`config.mk`:
```
export PLATFORM = sky130hd
export DESIGN_NAME = seq_pattern_tx
export DESIGN_NICKNAME = d
export VERILOG_FILES = /design/src/rtl/seq_pkg.sv /design/src/rtl/seq100_ref_chk.sv /design/src/rtl/seq_pattern_tx.sv
export SDC_FILE = /design/constraint.sdc
export NUM_CORES = 1
export LEC_CHECK = 0
export CORE_MARGIN = 2
export CORE_UTILIZATION = 45
export CTS_BUF_LIST = sky130_fd_sc_hd__clkbuf_8 sky130_fd_sc_hd__clkbuf_16
export DETAILED_ROUTE_END_ITERATION = 8
export PLACE_DENSITY = 0.79
export SETUP_SLACK_MARGIN = 0.5
export SYNTH_ARGS = -nofsm -noshare
export SYNTH_HDL_FRONTEND = slang
export SYNTH_SLANG_ARGS = --single-unit
```
`constraint.sdc`:
```
create_clock -name clk -period 2 [get_ports clk]
set_input_delay 0.4 -clock clk [delete_from_list [all_inputs] [get_ports clk]]
set_output_delay 0.4 -clock clk [all_outputs]
set_load 0.02 [all_outputs]
```
`src/rtl/seq_pkg.sv`:
```
// Shared types and constants for the "100" pattern transmitter and its
// golden-reference detector.
package seq_pkg;
    localparam int PAT_W = 16;
    localparam int LEN_W = 5;
    localparam int CNT_W = 8;
    localparam int IDX_W = 4;

    typedef enum logic {
        IDLE = 1'b0,
        SEND = 1'b1
    } state_t;

    // Lengths beyond the pattern width would index past the pattern register.
    function automatic logic [LEN_W-1:0] clamp_len(input logic [LEN_W-1:0] l);
        return (l > LEN_W'(PAT_W)) ? LEN_W'(PAT_W) : l;
    endfunction
endpackage

```
`src/rtl/seq100_ref_chk.sv`:
```
// Golden "100" detector: tracks the last two emitted bits and flags/counts
// every occurrence, including overlapping and wrap-spanning ones.
module seq100_ref_chk
    import seq_pkg::*;
(
    input  logic             clk,
    input  logic             rst_n,
    input  logic             clr,
    input  logic             x,
    input  logic             x_valid,
    output logic             exp_y,
    output logic [CNT_W-1:0] match_cnt
);

    logic [1:0] h;
    logic       hit;

    assign hit = x_valid & h[1] & ~h[0] & ~x;

    // h only moves on valid bits, so idle cycles neither add nor lose history.
    always_ff @(posedge clk or negedge rst_n) begin
        if (!rst_n) begin
            h         <= '0;
            exp_y     <= 1'b0;
            match_cnt <= '0;
        end else if (clr) begin
            h         <= '0;
            exp_y     <= 1'b0;
            match_cnt <= '0;
        end else begin
            exp_y <= hit;
            if (x_valid)
                h <= {h[0], x};
            if (hit && (match_cnt != '1))
                match_cnt <= match_cnt + CNT_W'(1);
        end
    end

endmodule

```
`src/rtl/seq_pattern_tx.sv`:
```
// Serial pattern transmitter (bit 0 first, optional looping) with an attached
// reference "100" detector producing the expected detection flag and count.
module seq_pattern_tx
    import seq_pkg::*;
(
    input  logic             clk,
    input  logic             rst_n,
    input  logic             start,
    input  logic [PAT_W-1:0] pattern,
    input  logic [LEN_W-1:0] len,
    input  logic             repeat_en,
    input  logic             stop,
    output logic             x,
    output logic             x_valid,
    output logic             busy,
    output logic             done,
    output logic             exp_y,
    output logic [CNT_W-1:0] match_cnt
);

    state_t           state, state_next;
    logic [PAT_W-1:0] pat_r;
    logic [LEN_W-1:0] len_r;
    logic             rep_r;
    logic [IDX_W-1:0] idx;
    logic             accept;
    logic             last;

    assign last = ({1'b0, idx} == (len_r - LEN_W'(1)));

    always_comb begin
        state_next = state;
        accept     = 1'b0;
        case (state)
            IDLE: begin
                if (start && (len != '0)) begin
                    state_next = SEND;
                    accept     = 1'b1;
                end
            end
            SEND: begin
                if (stop || (last && !rep_r))
                    state_next = IDLE;
            end
            default: state_next = IDLE;
        endcase
    end

    always_ff @(posedge clk or negedge rst_n) begin
        if (!rst_n)
            state <= IDLE;
        else
            state <= state_next;
    end

    // Stop takes priority over completion, so an aborted final bit gives no done.
    always_ff @(posedge clk or negedge rst_n) begin
        if (!rst_n) begin
            pat_r <= '0;
            len_r <= '0;
            rep_r <= 1'b0;
            idx   <= '0;
            done  <= 1'b0;
        end else begin
            done <= 1'b0;
            if (accept) begin
                pat_r <= pattern;
                len_r <= clamp_len(len);
                rep_r <= repeat_en;
                idx   <= '0;
            end else if (state == SEND) begin
                done <= last && !rep_r && !stop;
                if (stop || last)
                    idx <= '0;
                else
                    idx <= idx + IDX_W'(1);
            end
        end
    end

    assign x_valid = (state == SEND);
    assign busy    = (state == SEND);
    assign x       = (state == SEND) & pat_r[idx];

    seq100_ref_chk u_ref_chk (
        .clk       (clk),
        .rst_n     (rst_n),
        .clr       (accept),
        .x         (x),
        .x_valid   (x_valid),
        .exp_y     (exp_y),
        .match_cnt (match_cnt)
    );

endmodule

```
# Yosys cells after proc, flatten, opt, wreduce, memory -nomap -nowiden
# Cells that the tools add are included.
# totals
ff_bits	39
latch_bits	0
mem_bits_rw	0
mem_bits_ro	0
in_bits	26
output_inout_bits	13
word_cells	51
mem_count	0
# op_classes
add_sub_neg	3
mul	0
n_div	0
n_lt_le_gt_ge	2
eq_ne	2
shifts	0
n_mux	17
bitwise_logic	7
n_reduce_logical	11
# ops
op	n
$mux 8	2
$mux 4	3
$add 8x1->8 const B	1
$ne 8x8->1 const B	1
$mux 1	7
$eq 4x5->1	1
$gt 5x5->1 const B	1
$lt 4x5->1 const B	1
$mux 5	1
$reduce_bool 5->1	1
$sub 5x1->5 const B	1
$add 4x1->4 const B	1
$and 1x1->1	4
$bmux 1 s4	1
$logic_and 1x1->1	4
$mux 2	2
$reduce_bool 2->1	2
$not 1->1	3
$logic_not 1->1	2
$logic_or 1x1->1	2
$pmux 1 s2	1

# Depth between registers and ports, before layout
# Gate-level depths: netlist (run 1).
# logic_depth
word_depth	8
mapped_depth	9
ltp_nobuf	8

# Modules after synthesis
# From an unflattened synthesis (run 1), not the netlist that was laid out.
# unflattened
hier_cells	162
area_unflattened_um2	1971.9
# by_module_without_submodules
module	n_inst	cells_per_inst	area_each_um2	seq_area_each_um2
seq_pattern_tx	1	108	1420.1	700.7
seq100_ref_chk	1	54	551.8	275.3

# Worst setup path after synthesis (run 1)
# OpenSTA, ideal clock, no wires.
# synth_timing
path_kind	reg-to-reg
from	register idx[0]
to	register u_ref_chk.match_cnt[6]
setup_ns	0.077
t_arrival_ns	1.903
t_required_ns	1.923
path_slack_ns	0.020
stages_incl_launch_ff	8
n_path_buf	1
period_less_slack_ns	1.980
path_cell_list	dfrtp_1 -> buf_6 -> mux2i_1 -> mux4_2 -> nor4b_4 -> a21oi_4 -> or4_1 -> a21oi_1
# synth_via
elab_chain_cells	7
# synth_rtl
item	line_no	rtl
from (decl)	seq_pattern_tx.sv:25	logic [IDX_W-1:0] idx;
from (signal assigned)	seq_pattern_tx.sv:76	idx <= idx + IDX_W'(1);
$bmux 1 s4	seq_pattern_tx.sv:83	assign x = (state == SEND) & pat_r[idx];
$mux 1 (not written as such)	seq_pattern_tx.sv:83	
$and 1x1->1	seq_pattern_tx.sv:83	
$not 1->1	seq100_ref_chk.sv:18	assign hit = x_valid & h[1] & ~h[0] & ~x;
$and 1x1->1	seq100_ref_chk.sv:18	
$logic_and 1x1->1	seq100_ref_chk.sv:34	if (hit && (match_cnt != '1))
$reduce_bool 2->1 (no source line)	--	
to (signal assigned)	seq100_ref_chk.sv:35	match_cnt <= match_cnt + CNT_W'(1);
to (decl)	seq100_ref_chk.sv:12	output logic [CNT_W-1:0] match_cnt
# No other way between the ends. The select of a mux whose other input is x is not followed.
# A chain may end at the register's enable or synchronous reset.

# Worst setup path in the final report (run 1)
# layout_timing
from	register idx[0]
to	output x
# layout_via
elab_chain_cells	3
# layout_rtl
item	line_no	rtl
$bmux 1 s4	seq_pattern_tx.sv:83	
$mux 1 (not written as such)	seq_pattern_tx.sv:83	
$and 1x1->1	seq_pattern_tx.sv:83	
to (decl)	seq_pattern_tx.sv:13	output logic x,
# No other way between the ends. The select of a mux whose other input is x is not followed.

==> results of run 1 <==
[kinds of logic after synthesis]
logic type	count (synthesis)	share of synthesized area, %
compound gates	31	10.3
fa+ha+maj	3	1.85
simple gates	108	26.0
mux	12	6.60
buf+inv	17	4.93
flops	39	48.1
xor+xnor	5	2.16
[Yosys cell counts, drive strengths merged]
cell,count,area (um2)
buf,8,66.3
mux2i,10,100
o211ai,2,15.0
nor3,6,40.0
o21bai,1,7.51
mux4,1,22.5
nor4bb,1,10.0
ha,3,37.5
a22o,1,8.76
inv,6,22.5
nor2b,1,6.26
o41ai,1,8.76
o2111ai,2,17.5
nand2b,8,50.1
and3,1,6.26
or4,3,22.5
o31ai,3,22.5
or2,1,6.26
a21o,2,15.0
or3,2,15.0
a211o,1,8.76
dfrtp,39,976
o21ai,11,55.1
mux2,1,11.3
nor4b,1,23.8
xor2,3,26.3
and2,1,6.26
nand2,66,248
clkbuf,3,11.3
nand3,3,15.0
xnor2,2,17.5
nand4,3,18.8
nor2,6,22.5
nor3b,2,15.0
a21oi,7,50.1
nand3b,3,22.5
[flip-flops by register name (all words and copies together), names as in the netlist]
name,count
u_ref_chk.h,2
u_ref_chk.exp_y,1
len_r,5
idx,4
rep_r,1
pat_r,16
busy,1
done,1
u_ref_chk.match_cnt,8
[cell type report]
cell class / count / area, um2 / area share (%)
timing repair buffer: 99 / 1090 / 30.3
clock buffer: 5 / 68.8 / 1.91
multi-input combinational: 160 / 1310 / 36.3
tap: 52 / 65.1 / 1.81
inverter: 6 / 22.5 / 0.626
clock inverter: 3 / 67.6 / 1.88
sequential: 39 / 978 / 27.2
[worst paths after layout]
kind                                          end  slack [ns]  cells past startpoint
min in group clk                         len_r[1]        0.48                      4
min                                        idx[1]        0.13                      2
max                                             x       -0.42                      5
max reg2reg                u_ref_chk.match_cnt[7]       -0.27                     10
max in group asynchronous  u_ref_chk.match_cnt[3]        1.48                      2
min reg2reg                             pat_r[12]        0.50                      2
[metrics by stage]
step / power (mW) / setup WS (ns) / instances / hold WS, ns
floorplan: 1.48 / 0.0717 / 215 / 0.104
global placement: 1.68 / -0.366 / 312 / 0.457
detailed placement: 1.71 / -0.384 / 312 / 0.462
CTS: 2.75 / -0.223 / 340 / 0.157
global route: 3.30 / -0.459 / 364 / 0.169
finish: 3.19 / -0.415 / 364 / 0.134
[critical path, delay by kind of cell (launching register included)]
family	cells	cell delay [ns]
buf+inv	1	0.11
flops	1	0.49
mux	3	0.91
simple gates	1	0.19
[report_power, final]
part | total [mW] | internal (mW) | leakage, nW | switching (mW)
combinational | 1.27 | 0.687 | 1.09 | 0.580
clock | 0.817 | 0.498 | 0.0644 | 0.319
sequential | 1.10 | 0.924 | 0.503 | 0.180
total | 3.19 | 2.11 | 1.66 | 1.08
[routing by layer]
metal	up-vias	track usage, %	wire (um)
li1	933	-	-
met1	1081	28.6	2900
met2	68	43.9	4160
met3	21	5.70	321
met4	0	14.7	239
met5	-	0	0
[timing repair]
item	4_1_cts	5_1_grt
gates cloned	6	2
buffers inserted	14	22
resized for setup	97	85
pin swaps	29	36
endpoints found under the setup margin	52	44
==> run_results.csv, run 1 <==
group,metric,value,unit
layout,postLayoutCoreUtil,82.6,%
timing,worst_pin_slew,0.517,ns
timing,hold_viol_final,0,
worst_setup_path,endpoint_kind,"output port",
worst_setup_path,start_kind,"flip-flop",
job,cap_violations,0,
pwr,p_per_area,886,nW/um2
route,dr.pass1.iters,4,
logic_synthesis,netlist_instances,215,
worst_setup_path,cp_common_cell,"mux2i_1",
floorplan,rows,24,
clocking,clkTransAtPathRegs,0.10,ns
worst_hold_path,hp-class,"input port to async pin",
grt,antenna_found_initial,0,
route,ant_nets,0,
layout,layout_common_cells,"nand2_1, dfrtp_1, buf_6, buf_4, clkdlybuf4s50_1",
floorplan,die-area,5060,um2
timing,period_minus_slack,2.42,ns
timing,max_freq,0.414,GHz
layout,final_common_cell,"nand2_1",
grt,grt_usage,25.4,%
timing,drv_slew,0,
clocking,clock_sinks,39,
layout,fillers,209,
worst_setup_path,critPathLaunch,"idx[0]",
status,violations,"negative setup slack",
route,initialDrtViolationCount,158,
placement,port_buffers,38,
timing,setup_ws,-0.415,ns
layout,drive_above_1_share,49.4,%
clocking,clock_path_buffers,2,
route,drc,0,
route,via_per_inst,5.78,
grt,grt_overflow,0,
status,status,"finished with violations",
logic_synthesis,synth.avg_cell_area,9.43,um2
worst_setup_path,critPathKind,"flip-flop to output port",
clocking,htree_levels,2,
pwr,vdd_drop_max,0.561,mV
pwr,leakagePower,1.66,nW
worst_setup_path,cp.required,1.60,ns
logic_synthesis,synth-seq-cells,39,
layout,diodes,0,
logic_synthesis,synth.distinct_cells,43,
placement,placed_cell_area,2580,um2
placement,post-dp-hpwl,3120,um
floorplan,start_util,46.6,%
grt,grt_max_degree,40,
timing,max_slew_margin,65.6,%
timing,fin_skew,0.0222,ns
layout,area_delta_synth_final,77.4,%
route,wl_per_cell,20.9,um
placement,place.gp.congestion,0.793,
clocking,cts_tree,"built",
clocking,numCtsBuffers,5,
clocking,hold_buffers,0,
timing,grt_setup_unrepaired,"true",
worst_setup_path,slowest_delay,0.54,ns
layout,num-nets-final,340,
timing,fin_setup_tns,-1.83,ns
grt,grt_pass1_wl,9650,um
floorplan,core_area,4350,um2
timing,setup_viol,10,
floorplan,ios,39,
worst_setup_path,worstPathArrival,2.02,ns
worst_setup_path,critPathSlowestCell,"mux4_2",
grt,grt_pass1_vias,1974,
layout,final_area,3600,um2
route,routed_wl,7620,um
logic_synthesis,yosys_warnings,0,
floorplan,die_x,71.1,um
route,vias,2103,
worst_setup_path,crit-reg2reg-launch,"idx[0]",
logic_synthesis,synth_nets,244,
worst_setup_path,critPathMaxFanout,5,
floorplan,die_h,71.1,um
timing,finalCritPeriodShare,121,%
clocking,clk_latency,0.32,ns
logic_synthesis,ys_seq_area_share,48.1,%
logic_synthesis,synth_area,2030,um2
clocking,clockRootBuffer,"clkbuf_8",
worst_setup_path,crit_chain,"mux2i_1, mux4_2, mux2i_1, and2_4, buf_6",
Note: power is estimated with default switching activity, not from simulation.
==> inputs of run 2 (changes only) <==
Settings changed: PLACE_DENSITY 0.79 to 0.76.
Clock period 2 ns to 2.3 ns, I/O delays scaled along.
==> run 2 against run 1 <==
Net effect: the run now ends clean; combinational power fell by 52%; critical path depth did not move; design area decreased by 24%; total power shrank 37%; register-to-register slack gained 0.44 ns; clock skew shrank 0.011 ns; die area is the same; largest power group is now sequential cells.
==> run_results.csv, run 2 (synthesized netlist as in run 1, its figures left out) <==
group,metric,value,unit
worst_setup_path,start_kind,"flip-flop",
route,vias,1700,
grt,grt_overflow,0,
placement,placed_cell_area,2510,um2
route,top_layer_used,"met4",
floorplan,core_area,4350,um2
placement,place.gp.congestion,0.749,
clocking,clockRootBuffer,"clkbuf_8",
layout,area_delta_synth_final,35.3,%
route,wl_met2,2300,um
route,initialDrtViolationCount,74,
clocking,hold_buffers,0,
floorplan,die-area,5060,um2
timing,fin_skew,0.0110,ns
route,wl_met1,1970,um
pwr,vdd_drop_max,0.456,mV
timing,fin_setup_tns,0,ns
layout,drive_above_1_share,20.7,%
job,cap_violations,0,
timing,hold_viol_final,0,
route,wl_met3,117,um
worst_setup_path,worstPathArrival,1.80,ns
clocking,clock_sinks,39,
pwr,leakagePower,1.30,nW
grt,grt_pass1_vias,1667,
layout,num-nets-final,299,
placement,port_buffers,38,
clocking,clkTransAtPathRegs,0.08,ns
floorplan,die_h,71.1,um
worst_hold_path,hp-class,"input port to async pin",
timing,whs,0.274,ns
timing,setup_viol,0,
worst_setup_path,reg2reg_setup_slack,0.17,ns
route,dr.pass1.iters,4,
floorplan,die_x,71.1,um
floorplan,start_util,46.6,%
layout,reg_top3,"pat_r x16, u_ref_chk.match_cnt x8, len_r x5",
worst_setup_path,critPathMaxFanout,5,
timing,period_minus_slack,2.26,ns
timing,worst_pin_slew,0.860,ns
worst_setup_path,critPathKind,"flip-flop to output port",
route,wl_per_cell,13.8,um
grt,grt_usage,18.6,%
route,via_per_inst,5.28,
grt,antenna_found_initial,0,
grt,grt_max_degree,40,
layout,diodes,0,
placement,dpl.cell_count,309,
worst_setup_path,cp.required,1.84,ns
route,routed_wl,4430,um
timing,finalCritPeriodShare,98.3,%
placement,post-dp-hpwl,3090,um
clocking,numCtsBuffers,5,
layout,seqCellArea,977,um2
layout,layout_common_cells,"nand2_1, dfrtp_1, clkdlybuf4s50_1, buf_4, dlygate4sd2_1",
pwr,p_per_area,726,nW/um2
grt,grt_pass1_wl,7420,um
clocking,clk_latency,0.29,ns
layout,largest_reg_flops,16,
status,status,"completed",
floorplan,ios,39,
route,drc,0,
clocking,htree_levels,2,
clocking,clock_path_buffers,2,
timing,max_freq,0.442,GHz
floorplan,rows,24,
layout,final_area,2750,um2
layout,final_cells,322,
layout,top_register,"pat_r",
layout,fillers,362,
route,ant_nets,0,
timing,grt_setup_unrepaired,"true",
clocking,cts_tree,"built",
worst_setup_path,endpoint_kind,"output port",
timing,max_slew_margin,42.6,%
timing,drv_slew,0,
layout,final_common_cell,"nand2_1",
layout,multiInputGateArea,1040,um2
[run 2: cell count changes in the layout (fill, tap and decap cells not counted), moves of 5 or more]
cell           previous run  this run
buf_6                    35         8
nand2_4                  11         0
buf_4                    20        14
nand2_2                  17         0
dlygate4sd2_1             4        12
nand2_1                  38        66
o21ai_0                   0         6
buf_12                    5         0
[run 2: stage by stage]
step           power, mW  setup WS [ns]  utilization (%)
4_1_cts             1.96         0.0547             61.0
3_5_place_dp        1.46         -0.146             57.6
6_report            1.99         0.0389             63.0
3_3_place_gp        1.43         -0.102             57.6
5_1_grt             2.11        -0.0201             63.0
2_1_floorplan       1.25          0.372                -
[run 2: what timing repair did]
action | 4_1_cts | 5_1_grt
buffers inserted | 3 | 3
pin swaps | 6 | 11
gates resized for setup | 29 | 21
endpoints found under the setup margin | 46 | 32
[run 2: worst max-delay path: stages (launching register included)]
cell and delay (ns):
dfrtp_2 0.47, mux2i_1 0.13, mux4_2 0.48, mux2i_1 0.14, and2_4 0.17, buf_6 0.11
[run 2: report_power, final]
group | switching (mW) | leakage [nW] | internal [mW]
clock | 0.234 | 0.0470 | 0.235
combinational | 0.293 | 0.746 | 0.319
sequential | 0.108 | 0.505 | 0.804
[run 2: area by class of cell]
cell class / instances / area share [%]
Clock inverter: 1 / 0.182
Tap cell: 52 / 2.37
Multi-Input combinational cell: 159 / 38.1
Inverter: 6 / 0.820
Sequential cell: 39 / 35.6
Clock buffer: 6 / 3.01
Timing Repair Buffer: 59 / 20.0
[run 2: routing by layer]
metal  track usage [%]  up-vias
met4              4.82        0
met5                 0        -
met3              4.42        4
met1              22.9      837
li1                  -      838
met2              33.0       21
[run 2: final timing paths]
check | startpoint | to | cells after the start
worst max register to register | idx[0] | u_ref_chk.match_cnt[7] | 7
worst max-delay path | idx[0] | x | 5
worst min register to register | pat_r[1] | pat_r[1] | 2
min in group clk | pat_r[1] | pat_r[1] | 2
worst min-delay path | rst_n | u_ref_chk.match_cnt[6] | 1
max in group asynchronous | rst_n | idx[0] | 1
==> patch, RTL diff (settings of run 2) <==
Change the package constant `PAT_W` from 16 to 24.
--- a/src/rtl/seq_pkg.sv
+++ b/src/rtl/seq_pkg.sv
@@ -1,7 +1,7 @@
 // Shared types and constants for the "100" pattern transmitter and its
 // golden-reference detector.
 package seq_pkg;
-    localparam int PAT_W = 16;
+    localparam int PAT_W = 24;
     localparam int LEN_W = 5;
     localparam int CNT_W = 8;
     localparam int IDX_W = 4;
Ports: changed (resized pattern); port bits go from 39 to 47. No check against the original RTL was run, so the function may have changed too.
==> patch against run 2 <==
- the run now ends with setup timing left
- global-route usage up 0.15 points
- sequential cell count unchanged
- highest routed layer unchanged
- utilization rose by 3.0 points
- clock skew is 0.0044 ns lower
- routed wire length down 0.54%
- hold slack lost 0.17 ns
- total power grew 13%
- count of clock-buffer cells in the layout down 1
- critical path depth grew 1
- via count shrank 0.76%
- area after synthesis decreased by 3.0%
- sequential share of layout area fell by 1.1 points
- cell area up 3.3%
- worst setup slack got worse by 0.14 ns
==> patch: results <==
set metrics [dict create \
    regToRegEndpoint "u_ref_chk.match_cnt[6]$_DFFE_PN0P_" \
    grt_first_pass_wirelength_mm 7.307 \
    violations "setup timing" \
    wl_per_cell_microns 13.48 \
    via_per_inst 5.159 \
    r2r_setup_slack_ns 0.06 \
    netSwitchingFraction_pct 33.35 \
    synth-xor-area-share_pct 2.226 \
    met1_usage_pct 23.66 \
    pwr.group.sequential_uw 942 \
    grt_pass1_vias 1638 \
    yosys-top-cells-area "dfrtp_1, nand2_1, mux2i_1, mux4_2, ha_1" \
    wl_met3_microns 156 \
    fin_ws_ns -0.09824 \
    wl_met2_mm 2.156 \
    clk_pin_slew_ns 0.08 \
    drt_iter0_drc 78 \
    ys_seq_area_share_pct 49.62 \
    grt_util_met2_pct 31.53 \
    fin_worst_skew_ns 0.006582 \
    synth_compound_gate_area_share_pct 11.01 \
    vias 1687 \
    setup_tns_ns -0.09824 \
    numCtsBuffers 5 \
    grt_start_max_net_pins 30 \
    dpl.cell_count 306 \
    crit_fanout 8 \
    ir_drop_uv 380.3 \
    cp.arrival_ns 1.94 \
    drive_above_1_share_pct 21.82 \
    synthAdderAreaFrac_pct 1.908 \
    muxShareOfSynthArea_pct 8.397 \
    crit_start "idx[0]$_DFFE_PN0P_" \
    avgSynthCellArea_sq_um 9.456 \
    yosys-top-cells-count "nand2_1, dfrtp_1, mux2i_1, nand3_1" \
    setup_viol 1 \
    synth_nets 245 \
    grt_use_met3_pct 4.618 \
    cts-htree-levels 2 \
    total_leakage_power_uw 0.001408 \
    finalCriticalPeriod_ns 2.398 \
    hpwl_mm 2.919 \
    synth_cell_types 42 \
    place_congestion 0.8351 \
    powerComb_uw 860 \
    max_slew_margin_pct 68.30 \
    wl_met1_mm 2.035 \
    reg2reg_depth 10 \
    clk_path_buf_depth 2 \
    status "finished, violations left" \
    grt_use_total_pct 18.79 \
]
==> patch: repair_timing <==
action / CTS / global route
pin swaps: 10 / 7
setup buffers: 7 / 6
resized for setup: 31 / 14
cloned: 0 / 0
endpoints found under the setup margin: 43 / 40
==> patch: final cells by class <==
type / instances / area [sq um]
inverter: 7 / 26.28
fill: 337 / 1458
clock buffer: 5 / 68.82
sequential: 39 / 978.4
timing repair buffer: 67 / 669.4
clock inverter: 3 / 12.51
multi-input combinational: 154 / 1016
tap: 52 / 65.06
==> patch: per-stage QoR <==
stage	worst slack, ns	power, uW	hold slack [ns]	area, sq um
2_1_floorplan	0.2329	1351	0.1644	1984
5_1_grt	-0.1944	2382	0.1268	2836
4_1_cts	-0.1230	2177	0.1121	2745
6_report	-0.09824	2243	0.1041	2836
3_3_place_gp	-0.2452	1619	0.4222	2547
3_5_place_dp	-0.2796	1645	0.4303	2547
